==> config.mk <==
export PLATFORM = sky130hd
export DESIGN_NAME = wb_port_arbiter_flat
export DESIGN_NICKNAME = d
export VERILOG_FILES = /design/src/rtl/wb_port_arbiter_if.sv /design/src/rtl/wb_port_arbiter.sv /design/src/flat_wrapper.sv
export SDC_FILE = /design/constraint.sdc
export NUM_CORES = 1
export LEC_CHECK = 0
export CAP_MARGIN = 0
export CORE_UTILIZATION = 54
export CTS_CLUSTER_SIZE = 10
export DETAILED_ROUTE_END_ITERATION = 10
export MAX_ROUTING_LAYER = met4
export PLACE_DENSITY = 0.92
export RECOVER_POWER = 25
export SLEW_MARGIN = 15
export SYNTH_ARGS = -nofsm -noshare
export SYNTH_HDL_FRONTEND = slang
export SYNTH_SLANG_ARGS = --single-unit
==> constraint.sdc <==
create_clock -name clk -period 10.05 [get_ports clk]
set_input_delay 3.015 -clock clk [delete_from_list [all_inputs] [get_ports clk]]
set_output_delay 3.015 -clock clk [all_outputs]
set_load 0.05 [all_outputs]
==> src/rtl/wb_port_arbiter_if.sv <==
// Writeback port bundle: ALU/MDU result requests in, register-file write port and stall out.
interface wb_port_arbiter_if;
  logic        alu_valid;
  logic [4:0]  alu_rd;
  logic [31:0] alu_data;
  logic        mdu_valid;
  logic [4:0]  mdu_rd;
  logic [31:0] mdu_data;
  logic        mdu_ready;
  logic        rf_we;
  logic [4:0]  rf_waddr;
  logic [31:0] rf_wdata;
  logic        pipe_stall;

  modport master (
    output alu_valid, alu_rd, alu_data, mdu_valid, mdu_rd, mdu_data,
    input  mdu_ready, rf_we, rf_waddr, rf_wdata, pipe_stall
  );

  modport slave (
    input  alu_valid, alu_rd, alu_data, mdu_valid, mdu_rd, mdu_data,
    output mdu_ready, rf_we, rf_waddr, rf_wdata, pipe_stall
  );
endinterface

==> src/rtl/wb_port_arbiter.sv <==
// Single-port register-file writeback arbiter: ALU priority, 2-entry MDU buffer with forced drain.
// Define WB_BYPASS_EN to write an MDU result straight through when the buffer is empty and the port is free.
module wb_port_arbiter #(
  parameter int unsigned WAIT_LIMIT = 3
) (
  input logic              clk,
  input logic              reset,
  wb_port_arbiter_if.slave bus
);

  typedef enum logic {NORMAL, DRAIN} state_e;

  localparam logic [2:0] LIMIT = 3'(WAIT_LIMIT);

  state_e      state_q, state_d;
  logic [1:0]  count_q, count_d;
  logic [2:0]  wait_q, wait_d;
  logic [4:0]  rd_q [2];
  logic [4:0]  rd_d [2];
  logic [31:0] data_q [2];
  logic [31:0] data_d [2];
  logic        rf_we_q, rf_we_d;
  logic [4:0]  rf_waddr_q, rf_waddr_d;
  logic [31:0] rf_wdata_q, rf_wdata_d;
  logic        stall_q, stall_d;

  logic alu_grant, head_grant, accept, store, bypass;

  assign bus.mdu_ready  = !reset || (count_q != 2'd2);
  assign bus.rf_we      = rf_we_q;
  assign bus.rf_waddr   = rf_waddr_q;
  assign bus.rf_wdata   = rf_wdata_q;
  assign bus.pipe_stall = stall_q;

  always_comb begin
    alu_grant  = 1'b0;
    head_grant = 1'b0;
    if (state_q == DRAIN) begin
      head_grant = (count_q != 2'd0);
    end else if (bus.alu_valid && (bus.alu_rd != '0)) begin
      alu_grant = 1'b1;
    end else begin
      head_grant = (count_q != 2'd0);
    end

    accept = bus.mdu_valid && (count_q != 2'd2);
    store  = accept && (bus.mdu_rd != '0);
`ifdef WB_BYPASS_EN
    bypass = store && (count_q == 2'd0) && (state_q == NORMAL) && !alu_grant;
`else
    bypass = 1'b0;
`endif

    rf_we_d    = 1'b1;
    rf_waddr_d = rf_waddr_q;
    rf_wdata_d = rf_wdata_q;
    if (alu_grant) begin
      rf_waddr_d = bus.alu_rd;
      rf_wdata_d = bus.alu_data;
    end else if (head_grant) begin
      rf_waddr_d = rd_q[0];
      rf_wdata_d = data_q[0];
    end else if (bypass) begin
      rf_waddr_d = bus.mdu_rd;
      rf_wdata_d = bus.mdu_data;
    end else begin
      rf_we_d = 1'b0;
    end

    // Pop shifts first, so a same-edge push lands behind any surviving entry.
    rd_d    = rd_q;
    data_d  = data_q;
    count_d = count_q;
    if (head_grant) begin
      rd_d[0]   = rd_q[1];
      data_d[0] = data_q[1];
      count_d   = count_q - 2'd1;
    end
    if (store && !bypass) begin
      rd_d[count_d[0]]   = bus.mdu_rd;
      data_d[count_d[0]] = bus.mdu_data;
      count_d            = count_d + 2'd1;
    end

    if ((count_q == 2'd0) || head_grant) wait_d = '0;
    else                                 wait_d = wait_q + 3'd1;

    state_d = NORMAL;
    stall_d = 1'b0;
    if ((state_q == NORMAL) && (wait_d == LIMIT)) begin
      state_d = DRAIN;
      stall_d = 1'b1;
    end
  end

  always_ff @(negedge clk) begin
    if (!reset) begin
      state_q    <= NORMAL;
      count_q    <= '0;
      wait_q     <= '0;
      rd_q       <= '{default: '0};
      data_q     <= '{default: '0};
      rf_we_q    <= 1'b0;
      rf_waddr_q <= '0;
      rf_wdata_q <= '0;
      stall_q    <= 1'b0;
    end else begin
      state_q    <= state_d;
      count_q    <= count_d;
      wait_q     <= wait_d;
      rd_q       <= rd_d;
      data_q     <= data_d;
      rf_we_q    <= rf_we_d;
      rf_waddr_q <= rf_waddr_d;
      rf_wdata_q <= rf_wdata_d;
      stall_q    <= stall_d;
    end
  end

endmodule

==> src/flat_wrapper.sv <==
// flat-port wrapper written by rule: the top's interface ports become plain ports
module wb_port_arbiter_flat 
#(
  parameter int unsigned WAIT_LIMIT = 3
)
  (clk, reset, bus_alu_valid, bus_alu_rd, bus_alu_data, bus_mdu_valid, bus_mdu_rd, bus_mdu_data, bus_mdu_ready, bus_rf_we, bus_rf_waddr, bus_rf_wdata, bus_pipe_stall);
  wb_port_arbiter_if bus_i ();
  input logic clk;
  input logic reset;
  input wire logic [$bits(bus_i.alu_valid)-1:0] bus_alu_valid;
  input wire logic [$bits(bus_i.alu_rd)-1:0] bus_alu_rd;
  input wire logic [$bits(bus_i.alu_data)-1:0] bus_alu_data;
  input wire logic [$bits(bus_i.mdu_valid)-1:0] bus_mdu_valid;
  input wire logic [$bits(bus_i.mdu_rd)-1:0] bus_mdu_rd;
  input wire logic [$bits(bus_i.mdu_data)-1:0] bus_mdu_data;
  output wire logic [$bits(bus_i.mdu_ready)-1:0] bus_mdu_ready;
  output wire logic [$bits(bus_i.rf_we)-1:0] bus_rf_we;
  output wire logic [$bits(bus_i.rf_waddr)-1:0] bus_rf_waddr;
  output wire logic [$bits(bus_i.rf_wdata)-1:0] bus_rf_wdata;
  output wire logic [$bits(bus_i.pipe_stall)-1:0] bus_pipe_stall;
  assign bus_i.alu_valid = bus_alu_valid;
  assign bus_i.alu_rd = bus_alu_rd;
  assign bus_i.alu_data = bus_alu_data;
  assign bus_i.mdu_valid = bus_mdu_valid;
  assign bus_i.mdu_rd = bus_mdu_rd;
  assign bus_i.mdu_data = bus_mdu_data;
  assign bus_mdu_ready = bus_i.mdu_ready;
  assign bus_rf_we = bus_i.rf_we;
  assign bus_rf_waddr = bus_i.rf_waddr;
  assign bus_rf_wdata = bus_i.rf_wdata;
  assign bus_pipe_stall = bus_i.pipe_stall;
  wb_port_arbiter #(.WAIT_LIMIT(WAIT_LIMIT)) u_core (.clk(clk), .reset(reset), .bus(bus_i));
endmodule
==> results of run 1 <==
==> worst max-delay path, stage by stage <==
cell                              delay [ns]
sky130_fd_sc_hd__clkdlybuf4s50_1        0.42
sky130_fd_sc_hd__or3_1                  0.44
sky130_fd_sc_hd__clkbuf_4               0.17
sky130_fd_sc_hd__o21ai_1                0.55
sky130_fd_sc_hd__clkbuf_2               0.40
sky130_fd_sc_hd__nand2_1                0.10
sky130_fd_sc_hd__o211a_1                0.13
==> cell families after synthesis <==
| logic type | count (synthesis) |
|---|---|
| fa+ha+maj | 4 |
| simple gates | 95 |
| xor+xnor | 1 |
| mux | 110 |
| compound gates | 125 |
| flops | 118 |
| buf+inv | 51 |
==> cell usage in the layout (no fill, tap or decap), types with 2 or more instances in the layout <==
| cell | netlist | routed |
|---|---|---|
| sky130_fd_sc_hd__a21oi_1 | 21 | 21 |
| sky130_fd_sc_hd__a21oi_2 | 20 | 20 |
| sky130_fd_sc_hd__and2_1 | 2 | 2 |
| sky130_fd_sc_hd__and3_1 | 4 | 4 |
| sky130_fd_sc_hd__buf_12 | 0 | 8 |
| sky130_fd_sc_hd__buf_4 | 3 | 22 |
| sky130_fd_sc_hd__bufinv_16 | 0 | 3 |
| sky130_fd_sc_hd__clkbuf_16 | 0 | 16 |
| sky130_fd_sc_hd__clkbuf_2 | 0 | 2 |
| sky130_fd_sc_hd__clkdlybuf4s50_1 | 0 | 115 |
| sky130_fd_sc_hd__clkinv_4 | 0 | 2 |
| sky130_fd_sc_hd__dfxtp_1 | 118 | 118 |
| sky130_fd_sc_hd__ha_1 | 4 | 2 |
| sky130_fd_sc_hd__ha_2 | 0 | 2 |
| sky130_fd_sc_hd__inv_1 | 5 | 122 |
| sky130_fd_sc_hd__inv_4 | 0 | 4 |
| sky130_fd_sc_hd__inv_6 | 0 | 4 |
| sky130_fd_sc_hd__inv_8 | 0 | 2 |
| sky130_fd_sc_hd__mux2i_1 | 109 | 109 |
| sky130_fd_sc_hd__nand2_1 | 39 | 39 |
| sky130_fd_sc_hd__nor2b_1 | 40 | 40 |
| sky130_fd_sc_hd__nor3_1 | 3 | 3 |
| sky130_fd_sc_hd__o211a_1 | 35 | 35 |
| sky130_fd_sc_hd__o21ai_0 | 4 | 3 |
| sky130_fd_sc_hd__o21ai_1 | 1 | 2 |
| sky130_fd_sc_hd__o31ai_1 | 38 | 38 |
| sky130_fd_sc_hd__or3_1 | 2 | 2 |
==> layout make-up <==
cell class	count	area, µm²
inverter	4	15.0
sequential	118	2360
fill	493	1550
tap	129	161
multi-input combinational	335	2700
clock inverter	133	633
timing repair buffer	148	1490
clock buffer	17	414
==> metrics by stage <==
step | setup TNS (ns) | cell area, µm² | hold WS [ns]
2_1_floorplan | -0.369 | 5270 | 0.427
3_3_place_gp | -6.40 | 6750 | 0.447
3_5_place_dp | -9.05 | 6750 | 0.456
4_1_cts | 0 | 7790 | 0.481
5_1_grt | 0 | 7770 | 0.498
6_report | 0 | 7770 | 0.499
==> per-layer routing <==
| metal | wire length, µm | vias up |
|---|---|---|
| met5 | 0 | - |
| met1 | 6670 | 2461 |
| met3 | 988 | 67 |
| met4 | 581 | 0 |
| met2 | 8340 | 251 |
| li1 | - | 2312 |
==> worst paths after layout <==
path              depth (start not counted)  slack [ns]                      end
setup / recovery                          7        0.19  u_core.bus.rf_wdata[15]
hold / removal                            1        0.50           u_core.state_q
setup reg to reg                         10        6.82                 register
hold reg to reg                           1        0.50           u_core.state_q
==> power by group through the flow <==
stage	Clock, mW	Combinational (mW)	Sequential (mW)
6_report	0.847	0.748	0.641
5_1_grt	0.910	0.788	0.646
4_1_cts	0.857	0.743	0.637
3_5_place_dp	0.0716	0.715	0.637
3_3_place_gp	0.0716	0.689	0.632
2_1_floorplan	0.0716	0.429	0.704
==> results.txt, run 1 <==
----------------------------------------------------
[Outcome]
  Status ... completed

[Clock tree]
  Post-CTS repair timing setup buffer count ... 0
  Count of H-tree levels built during CTS ... 4
  Clock tree from TritonCTS ... yes
  Clock sinks ... 118
  Count of hold-fix buffers inserted at cts ... 0
  Register clock-pin slew on the reported worst setup and hold paths ... 0.05 ns
  Maximum number of buffers from clock root to sink ... 2
  CTS Root Buffer Type ... sky130_fd_sc_hd__clkbuf_8
  Total clock buffers created by CTS ... 17
  Clock latency of the later-clocked register in the worst-skew pair ... about 0.54 ns
  Quantity of gates resized following cts ... 0

[Logic synthesis]
  Cells after synthesis ... 504
  #FFs+latches synth ... 118
  Net count after synthesis ... 586
  Predominant post-synthesis flop cell ... sky130_fd_sc_hd__dfxtp_1
  Area share of the largest cell type after synthesis ... 44.8%
  Synth Cell Area ... approximately 5300 µm²
  Seq/Total Area, Yosys ... between 40% and 50%
  Simple-gate area share of the yosys netlist ... 9.38%
  Area leader, netlist ... sky130_fd_sc_hd__dfxtp_1
  Unique masters post-synth ... 34
  Area share of fa/ha/maj cells after synthesis ... less than 1%
  FFs w/ async S/R, synth ... 0%
  Synth Area in XOR/XNOR ... less than 1%
  Per-instance average area after synthesis ... 10.5 µm²
  Yosys warns ... 0
  Dominant combinational cell family by area after synthesis ... multiplexers
  Post-synthesis mux area share ... 20.9%
  Top post-synthesis cells by area ... sky130_fd_sc_hd__dfxtp_1 (45%), sky130_fd_sc_hd__mux2i_1 (21%), sky130_fd_sc_hd__o211a_1 (6.6%)
  Commonest cells in the synthesized netlist ... sky130_fd_sc_hd__dfxtp_1 (118), sky130_fd_sc_hd__mux2i_1 (109), sky130_fd_sc_hd__nor2b_1 (40)
  Top-count cell post-synth ... sky130_fd_sc_hd__dfxtp_1
  Synth Area in Compound Gates ... a little under a fifth
  Count of flip-flops with a built-in enable after synthesis ... 0

[Floorplanning]
  Site Rows ... 35
  DIE WIDTH ... 101 µm
  Starting density of the core ... 56.5%
  Die Y-Extent ... 101 µm
  Placeable core area ... 9330 µm²
  Ports placed on the boundary ... 118
  Die Outline Area ... about 10000 µm²

[Setup path]
  Startpoint of the lowest-slack register-to-register path ... u_core.count_q[0]
  Worst-path maximum fanout ... 13
  CP required ... ~5.4 ns
  Crit path DAT ... 5.23 ns
  CP Class ... in2reg
  Crit path from ... bus_alu_rd[2]
  Worst setup SP type ... primary input
  CP Capture Type ... register

[Global routing]
  Met1 Resource Use GR ... 34.7%
  Most used routing layer in global routing ... met2
  First-pass GRT wire length ... 26200 µm
  Total global-route track usage ... roughly a third
  Antenna violations before repair ... 0
  GRT overflow ... 0
  Global routing usage on met2 ... 56.3%
  Pin count of the biggest net entering global routing ... 59
  Vias in the first global route ... 5680
  GRT met3 Usage ... 12.7%

[Drt]
  Number of DRC violations after detailed-routing iteration 0 ... 293
  Number of nets with antenna violations after detailed routing ... 0
  Wire length reported by the detailed router ... about 17000 µm
  WL/cell ... 18.8 µm
  Post-detailed-route via-to-cell ratio ... 5.76
  Via count ... 5091
  Number of remaining DRC errors ... 0
  Detailed-routing iteration count for the pre-antenna-repair pass ... 5

[Power]
  Sequential share of power ... 28.7%
  Power after layout ... about 2.2 mW
  Leakage power ... ~3.7 nW
  VDD IR-drop max ... 203 µV
  Clock Power Share ... a little under two fifths
  Switching fraction of total power ... between 40% and 50%
  Internal cell power ... 1.34 mW
  Net Sw Power ... 0.898 mW
  Portion of total power attributed to combinational logic ... 33.5%
  Power Dens Cells ... 288 nW/µm²

[Timing]
  Slew of the pin with the lowest slew margin ... 0.684 ns
  Setup ws final ... 0.187 ns
  Slew Limit Fails ... 0
  Max Clock Skew ... 0.0363 ns
  Setup repair after global routing missed its margin ... no
  Hold violation count in the final report ... 0
  Worst rel slew slack ... 54.1%
  Final Setup Violations ... 0

[Finish]
  Final antenna diode count ... 0
  Utilization of the core after routing ... 83.4%
  Non-filler instance count after layout ... 884
  Layout cells sized above 1 ... 12.2%
  Total Nets Final ... 824
  Post-synthesis to final-layout area growth ... 47.5%

[Placement]
  Final Wtd Congestion ... 0.764
  Port Buffers ... 117
  Count of placed standard cells including taps ... 735
  Final HPWL from detailed placement ... 8670 µm
  Worst slack at placement ... -0.188 ns

[Flow run]
  Maximum Capacitance Violations ... 0

[Min path]
  Type of the most critical hold path ... reg2reg
  Worst hold start ... u_core.wait_q[0]

----------------------------------------------------
Power figures use the tool's default switching activity.
==> inputs of run 2 (changes only) <==
Settings changed: CORE_UTILIZATION 54 to 50, PLACE_DENSITY 0.92 to 0.86.
Clock period 10.05 ns to 11.2 ns, I/O delays scaled along.
==> results.txt, run 2 (synthesized netlist as in run 1, its figures left out) <==
----------------------------------------------------
[Placement]
  Worst slack at placement ... -0.0502 ns
  Final Wtd Congestion ... 0.770
  Port Buffers ... around 120
  Post-place instance area ... 6700 µm²
  Final HPWL from detailed placement ... 8300 µm

[Power]
  Sequential share of power ... 29.2%
  Net Sw Power ... 0.723 mW
  VDD IR-drop max ... 127 µV
  Portion of total power attributed to combinational logic ... roughly 33%
  Power Dens Cells ... roughly 250 nW/µm²
  Clock Power Share ... 38.2%
  Switching fraction of total power ... 37.0%
  Internal cell power ... 1.23 mW
  Leakage power ... 3.70 nW
  Power after layout ... 1.95 mW

[Finish]
  Final antenna diode count ... 0
  Final standard cell area without fillers ... between 7000 and 8000 µm²
  Layout cells sized above 1 ... 10.2%
  Total Nets Final ... ~810
  Commonest cells after routing, fill and taps aside ... sky130_fd_sc_hd__inv_1 (126), sky130_fd_sc_hd__dfxtp_1 (118), sky130_fd_sc_hd__clkdlybuf4s50_1 (115)
  Most common library cell in the layout ignoring fill and taps ... sky130_fd_sc_hd__inv_1
  Post-synthesis to final-layout area growth ... 46.7%

[Global routing]
  Vias in the first global route ... 5073
  Antenna violations before repair ... 0
  First-pass GRT wire length ... roughly 22000 µm
  GRT overflow ... 0
  Total global-route track usage ... 26.1%
  Pin count of the biggest net entering global routing ... 75

[Setup path]
  Worst setup SP type ... register
  Startpoint of the lowest-slack register-to-register path ... u_core.count_q[0]
  Capturing element of the worst setup path ... bus_mdu_ready
  CP required ... 7.84 ns
  Crit path DAT ... between 7 and 8 ns
  R2R cell count ... 9
  Worst-path maximum fanout ... 7
  CP Class ... reg2out
  Crit path from ... u_core.count_q[0]
  R2R setup slack ... between 8 and 9 ns
  CP Capture Type ... output port

[Drt]
  Number of DRC violations after detailed-routing iteration 0 ... 302
  Number of nets with antenna violations after detailed routing ... 0
  Number of remaining DRC errors ... 0
  Detailed-routing iteration count for the pre-antenna-repair pass ... 7
  Post-detailed-route via-to-cell ratio ... 5.38
  Wire length reported by the detailed router ... 13800 µm
  Via count ... 4742
  WL/cell ... approximately 16 µm

[Floorplanning]
  Starting density of the core ... 51.3%
  Ports placed on the boundary ... about 120
  Die Y-Extent ... 105 µm
  DIE WIDTH ... 105 µm
  Placeable core area ... 10300 µm²
  Die Outline Area ... 11000 µm²
  Site Rows ... 37

[Clock tree]
  Clock tree from TritonCTS ... yes
  CTS Root Buffer Type ... sky130_fd_sc_hd__clkbuf_8
  Maximum number of buffers from clock root to sink ... 2
  Post-CTS repair timing setup buffer count ... 0
  Clock sinks ... 118
  Register clock-pin slew on the reported worst setup and hold paths ... 0.04 ns
  Count of H-tree levels built during CTS ... 4
  Total clock buffers created by CTS ... 17
  Quantity of gates resized following cts ... 1
  Clock latency of the later-clocked register in the worst-skew pair ... 0.50 ns
  Count of hold-fix buffers inserted at cts ... 0

[Timing]
  Hold violation count in the final report ... 0
  Slew Limit Fails ... 0
  Max Clock Skew ... 0.0205 ns
  Slew of the pin with the lowest slew margin ... 0.727 ns
  Worst rel slew slack ... roughly half
  Setup ws final ... 0.254 ns
  Setup repair after global routing missed its margin ... no
  Final Setup Violations ... 0

[Min path]
  Type of the most critical hold path ... reg2reg

[Outcome]
  Status ... completed

[Flow run]
  Maximum Capacitance Violations ... 0

----------------------------------------------------
-- run 2: changes by cell type in the layout (fill, tap and decap cells not counted), moves of 2 or more --
cell	previous run	this run
sky130_fd_sc_hd__inv_4	4	1
sky130_fd_sc_hd__inv_8	2	0
sky130_fd_sc_hd__inv_1	122	126
sky130_fd_sc_hd__clkinvlp_2	0	2
sky130_fd_sc_hd__clkbuf_2	2	0
sky130_fd_sc_hd__inv_6	4	0
sky130_fd_sc_hd__buf_4	22	12
sky130_fd_sc_hd__bufinv_16	3	5
-- run 2: routing by layer --
metal,wire (µm),vias to the layer above,global-route usage [%]
met4,167,0,15.3
met3,761,18,10.5
met1,5700,2281,26.1
li1,-,2282,-
met5,0,-,-
met2,7210,161,42.9
-- run 2: final cells by class --
cell class / count / area [µm²]
Fill cell: 671 / 2540
Clock buffer: 17 / 414
Multi-Input combinational cell: 335 / 2680
Timing Repair Buffer: 138 / 1440
Sequential cell: 118 / 2360
Inverter: 4 / 15.0
Clock inverter: 133 / 651
Tap cell: 136 / 170
-- run 2: worst min-delay path by stage --
stage | from | endpoint | cells after the start
floorplan | u_core.wait_q[0] | u_core.state_q | 1
global placement | u_core.wait_q[0] | u_core.wait_q[0] | 1
detailed placement | u_core.wait_q[0] | u_core.state_q | 1
CTS | u_core.wait_q[0] | u_core.state_q | 1
global route | u_core.wait_q[0] | u_core.state_q | 1
finish | u_core.wait_q[0] | u_core.state_q | 1
-- run 2: through the flow --
stage          setup TNS (ns)  instances  util, %  hold slack (ns)
3_3_place_gp                0        732     65.2            0.447
3_5_place_dp            -1.30        732     65.2            0.474
5_1_grt                     0        881     75.2            0.500
4_1_cts                     0        881     75.5            0.477
6_report                    0        881     75.2            0.479
2_1_floorplan               0        504        -            0.427
-- run 2: power groups by stage --
stage | combinational [mW] | clock [mW] | sequential, mW
final | 0.637 | 0.747 | 0.570
after global routing | 0.677 | 0.820 | 0.577
after CTS | 0.645 | 0.767 | 0.569
after detailed placement | 0.636 | 0.0643 | 0.572
after global placement | 0.614 | 0.0643 | 0.569
after floorplan | 0.384 | 0.0643 | 0.632
-- run 2: worst max-delay path, cell delays in order, from the launching register on --
cell and delay [ns]:
sky130_fd_sc_hd__dfxtp_1 0.43, sky130_fd_sc_hd__inv_1 0.12, sky130_fd_sc_hd__ha_1 0.24, sky130_fd_sc_hd__nand2_1 0.09, sky130_fd_sc_hd__dlygate4sd2_1 0.61
==> inputs of run 3 (changes only) <==
Settings changed: ABC_CLOCK_PERIOD_IN_PS from default to 11200, CTS_CLUSTER_SIZE 10 to 30.
==> results of run 3 <==
No change in the layout: final DEF, timing and power equal those of run 2.
==> RTL change 1: new RTL, settings of run 3 <==
Build with the macro `WB_BYPASS_EN` defined.
--- a/src/rtl/wb_port_arbiter.sv
+++ b/src/rtl/wb_port_arbiter.sv
@@ -2,2 +2,4 @@
 // Define WB_BYPASS_EN to write an MDU result straight through when the buffer is empty and the port is free.
+`define WB_BYPASS_EN
+
 module wb_port_arbiter #(
Behaviour: not the same (a bounded check fails within 4 cycles, from zero or initial values and one cycle with reset low).
==> RTL change 1 against run 3 <==
Register-to-register slack worse by 0.41 ns. Design area increased by 5.1%. Combinational power is 23% higher. Non-clock buffer count up 4. Final cell count up 9.3%. Routed wire length up 22%. Synthesized area is 7.0% higher. Sequential cell count stayed put. Setup slack worse by 0.11 ns. Total power grew 12%. Critical path depth did not move. Largest cell class unchanged. Largest power group unchanged. Highest routed layer unchanged.
==> RTL change 1: results (changes against run 3) <==
----------------------------------------------------
[Outcome]
  Outcome ... complete, no violations

[Critical path]
  Data arrival time at the worst-slack endpoint ... 7.69 ns (+0.10 ns)
  Maximum fanout along the worst path ... 5 (-2)
  Depth of the most critical reg-to-reg path ... 9 (unchanged)

[Clocking]
  Source-to-sink clock delay at the later pin of the worst-skew pair ... 0.46 ns (-0.04 ns)
  Post-CTS Resized ... 0 (-1)
  CTS root buffer ... sky130_fd_sc_hd__clkbuf_16

[Pwr]
  Design internal power ... 1.32 mW (+6.9%)
  Leakage power figure ... 3.53 nW (-4.7%)
  Maximum resistive drop on vdd ... 0.000158 V (+24%)

[Global route]
  First-pass GRT wire length ... 26100 um (+18%)
  Largest net degree at the start of global routing ... 81 (+8.0%)
  Number of global-route vias before repair ... 5780 (+14%)
  Global routing usage summed across all routing layers ... 29.4% (+3.3 points)

[Timing]
  Smallest hold slack ... 0.457 ns (-0.0218 ns)
  Worst slew pin tran ... 1.23 ns (+0.503 ns)
  Clock Skews ... 0.0257 ns (+0.00517 ns)

[Yosys]
  Count of different cell masters after synthesis ... 36 (+5.9%)
  Portion of the post-synthesis area used by sequential elements ... 41.9% (-2.9 points)
  Commonest cells in the synthesized netlist ... sky130_fd_sc_hd__dfxtp_1, sky130_fd_sc_hd__mux2i_1, sky130_fd_sc_hd__nor2_1
  Number of nets produced by synthesis ... 676 (+15%)
  Gate Count Post-Synth ... 594 (+18%)
  Area contributors post-synth ... sky130_fd_sc_hd__dfxtp_1, sky130_fd_sc_hd__mux2i_1, sky130_fd_sc_hd__a211oi_2, sky130_fd_sc_hd__o31ai_1, sky130_fd_sc_hd__nor2_1

[Hold path]
  End point of the most critical hold path ... u_core.wait_q[0]

[Layout]
  Layout fillers ... 737 (+9.8%)
  Layout cells sized above 1 ... 11.8% (+1.6 points)
  Nets ... 892 (+9.6%)

[Detailed routing]
  Ratio of routed vias to standard cells ... 5.87 (+9.0%)
  Average wire per standard cell ... 17.5 um (+11%)
  Number of DRC violations after detailed-routing iteration 0 ... 491 (+63%)
  Total routed wirelength ... 16800 um (+22%)

[Placement]
  Total half-perimeter wirelength after legalization and detailed placement ... 9800 um (+18%)
  Pre-CTS setup slack ... -0.0270 ns (+0.0232 ns)
  Routability congestion estimate ... 0.852 (+11%)
  Dpl cell area ... 7020 um^2 (+4.8%)
  Number of cells after detailed placement ... 814 (+11%)

----------------------------------------------------
-- RTL change 1: critical path, cell delays in order, from the launching register on --
cell and delay [ns]:
sky130_fd_sc_hd__dfxtp_1 0.35, sky130_fd_sc_hd__inv_1 0.15, sky130_fd_sc_hd__ha_1 0.27, sky130_fd_sc_hd__nand2_1 0.07
sky130_fd_sc_hd__clkdlybuf4s50_1 0.79
-- RTL change 1: stage by stage --
| step | setup TNS, ns | utilization [%] |
|---|---|---|
| after floorplan | 0 | - |
| after global placement | 0 | 64.2 |
| after detailed placement | -0.0517 | 64.2 |
| after CTS | 0 | 74.3 |
| after global routing | 0 | 74.3 |
| final | 0 | 74.3 |
-- RTL change 1: cell families (layout without fill, tap and decap cells) --
logic type                 count (synthesis)  in the layout  share of synthesized area, %
and+or+nand+nor                          168            168                          14.4
AOI/OAI and AO/OA                        122            122                          17.4
DFF                                      118            118                          41.9
muxes                                    111            111                          19.7
buffers and inverters                     69            298                          5.39
adders and majority gates                  4              4                         0.887
xor gates and xnor gates                   2              2                         0.311
-- RTL change 1: power groups by stage --
stage	registers (mW)	logic [mW]	clock network (mW)
3_5_place_dp	0.596	0.780	0.0643
5_1_grt	0.602	0.830	0.857
6_report	0.595	0.785	0.803
2_1_floorplan	0.693	0.449	0.0643
4_1_cts	0.594	0.789	0.812
3_3_place_gp	0.587	0.756	0.0643
-- RTL change 1: metal layers --
layer | vias to the layer above | global-route usage, % | part of all wire [%]
li1 | 2619 | - | -
met1 | 2752 | 31.9 | 41
met2 | 243 | 48.7 | 51
met3 | 34 | 9.22 | 6.1
met4 | 0 | 14.3 | 1.5
met5 | - | - | 0
-- RTL change 1: worst max path at each step --
| stage | cells past startpoint | endpoint | slack (ns) |
|---|---|---|---|
| after floorplan | 9 | flop | 0.06 |
| after global placement | 8 | u_core.data_q[50] | 0.08 |
| after detailed placement | 8 | u_core.data_q[47] | -0.03 |
| after CTS | 4 | bus_mdu_ready | 0.15 |
| after global routing | 4 | bus_mdu_ready | 0.10 |
| final | 4 | bus_mdu_ready | 0.15 |
-- RTL change 1: cell type report --
cell class,count,area (um^2),share of cell area (%)
sequential,118,2360,29.1
inverter,6,25.0,0.308
multi-input combinational,407,3000,36.9
timing repair buffer,142,1450,17.8
tap,140,175,2.16
clock inverter,133,689,8.48
clock buffer,17,425,5.23
==> RTL change 2: new RTL, flow settings as in run 3 <==
Without the edit above. Make the reset (`reset`) asynchronous in one clocked block.
--- a/src/rtl/wb_port_arbiter.sv
+++ b/src/rtl/wb_port_arbiter.sv
@@ -95,3 +95,3 @@
 
-  always_ff @(negedge clk) begin
+  always_ff @(negedge clk or negedge reset) begin
     if (!reset) begin
Function: differs if reset is asserted again (counterexample within 4 cycles, from zero or initial values and one cycle with reset low); with reset held inactive, the same outputs for 10 cycles.
==> RTL change 2 against run 3 <==
Largest cell class is now flip-flops and latches. First-iteration DRC count decreased by 67%. Via count decreased by 24%. Routed wire length decreased by 13%. Design area decreased by 4.4%. Synthesized area increased by 2.4%. Sequential cell count unchanged. The flow now finishes with violations (max-capacitance violations, max-slew violations). Combinational power increased by 84%. Critical path depth increased by 3. Register-to-register slack got worse by 0.07 ns. Total power increased by 29%. Die area increased by 2.4%. Setup slack got worse by 0.073 ns. Count of clock-buffer cells in the layout increased by 2. Sequential power increased by 39%.
==> RTL change 2: results (changes against run 3) <==
----------------------------------------------------
[Timing]
  Smallest hold slack ... 0.447 ns (-0.0323 ns)
  Worst slew pin tran ... 1.62 ns (+0.893 ns)
  Clock Skews ... 0.0112 ns (-0.00928 ns)
  Post-layout worst setup margin ... 0.182 ns (-0.0728 ns)
  Final Max Slew Viols ... 66 (+66)

[Clocking]
  Source-to-sink clock delay at the later pin of the worst-skew pair ... 0.46 ns (-0.04 ns)

[Outcome]
  Outcome ... finished, violations left
  Violated checks ... max-capacitance violations, max-slew violations

[Yosys]
  Share of flip-flops with an asynchronous set or reset after synthesis ... 100% (+100 points)
  Largest area contributor in the netlist ... sky130_fd_sc_hd__dfrtn_1
  Commonest cells in the synthesized netlist ... sky130_fd_sc_hd__dfrtn_1, sky130_fd_sc_hd__mux2_2, sky130_fd_sc_hd__nand2_1
  Count of different cell masters after synthesis ... 31 (-8.8%)
  Mean instance size in the synthesized netlist ... 13.5 um^2 (+29%)
  Number of nets produced by synthesis ... 481 (-18%)
  Portion of the post-synthesis area used by sequential elements ... 54.7% (+9.9 points)
  Area contributors post-synth ... sky130_fd_sc_hd__dfrtn_1, sky130_fd_sc_hd__mux2_2, sky130_fd_sc_hd__mux2_4, sky130_fd_sc_hd__mux2i_1, sky130_fd_sc_hd__o21ai_0

[Layout]
  Number of non-filler instances in the completed layout ... 674 (-23%)
  Nets ... 607 (-25%)
  Layout fillers ... 702 (+4.6%)

[Placement]
  Number of cells after detailed placement ... 642 (-12%)
  Pre-CTS setup slack ... -0.266 ns (-0.216 ns)
  Total half-perimeter wirelength after legalization and detailed placement ... 7980 um (-4.0%)
  Routability congestion estimate ... 0.799 (+3.7%)

[Pwr]
  Leakage power figure ... 3.18 nW (-14%)
  Maximum resistive drop on vdd ... 0.000150 V (+18%)

[Detailed routing]
  Number of vias in the routed layout ... 3614 (-24%)
  Number of DRC violations after detailed-routing iteration 0 ... 99 (-67%)
  Detailed Routing Iterations Pass 1 ... 4 (-3)

[Critical path]
  Maximum fanout along the worst path ... 22 (+15)
  Data arrival time at the worst-slack endpoint ... 5.71 ns (-1.88 ns)

[Global route]
  Number of global-route vias before repair ... 3947 (-22%)
  Largest net degree at the start of global routing ... 66 (-12%)

[Flow run]
  Number of max-cap violations ... 1 (+1)

----------------------------------------------------
==> RTL change 2: cell types whose count changed in the layout (fill, tap and decap cells not counted), moves of 30 or more <==
cell,run 3,this run
sky130_fd_sc_hd__inv_1,126,2
sky130_fd_sc_hd__dfrtn_1,0,118
sky130_fd_sc_hd__dfxtp_1,118,0
sky130_fd_sc_hd__mux2_2,1,81
sky130_fd_sc_hd__mux2i_1,109,36
sky130_fd_sc_hd__nor2b_1,40,2
sky130_fd_sc_hd__o211a_1,35,0
sky130_fd_sc_hd__o31ai_1,38,3
sky130_fd_sc_hd__o21ai_0,4,37
sky130_fd_sc_hd__mux2_4,0,30
==> RTL change 2: path summary, 6_finish.rpt <==
| check | start | end |
|---|---|---|
| setup reg to reg | u_core.count_q[0] | flop |
| hold reg to reg | flop | flop |
| setup / recovery | bus_alu_rd[2] | u_core.rd_q[5] |
| min in group asynchronous | reset | u_core.bus.rf_wdata[1] |
| hold / removal | flop | flop |
| max in group asynchronous | reset | u_core.bus.rf_we |
==> RTL change 2: worst max-delay path: stages <==
cell                              delay [ns]
sky130_fd_sc_hd__clkdlybuf4s50_1        0.42
sky130_fd_sc_hd__or3_1                  0.40
sky130_fd_sc_hd__o31a_2                 0.39
sky130_fd_sc_hd__buf_4                  0.18
sky130_fd_sc_hd__o311ai_4               0.34
sky130_fd_sc_hd__buf_12                 0.25
sky130_fd_sc_hd__mux2_2                 0.36
==> RTL change 2: cell families (layout without fill, tap and decap cells) <==
logic type      Yosys count  in the layout  share of synthesized area (%)
mux                     147            147                           31.9
flops                   118            118                           54.7
simple gates             54             54                           4.26
compound gates           48             48                           5.49
buf+inv                  27            166                           2.57
fa+ha+maj                 4              4                          0.927
xor+xnor                  1              1                          0.162
==> RTL change 2: cell type report <==
type	count	area share (%)
Sequential cell	118	40.0
Multi-Input combinational cell	254	31.4
Timing Repair Buffer	132	17.9
Clock buffer	19	5.84
Clock inverter	13	2.44
Tap cell	136	2.30
Inverter	2	0.102
==> RTL change 2: report_power, final <==
part	switching [mW]	internal, mW
Clock	0.190	0.366
Sequential	0.126	0.664
Combinational	0.589	0.579
==> RTL change 2: routing by layer <==
metal / routed length (um) / track usage [%]
met1: 5120 / 27.9
met3: 470 / 6.13
met2: 6310 / 40.1
met5: 0 / -
met4: 109 / 6.85
==> RTL change 2: stage by stage <==
step | cell area (um^2) | power (mW) | TNS [ns]
after floorplan | 5430 | 1.62 | 0
after global placement | 6800 | 1.90 | -11.16
after global routing | 7390 | 2.63 | 0
final | 7390 | 2.51 | 0
after detailed placement | 6800 | 1.96 | -16.61
after CTS | 7410 | 2.53 | 0
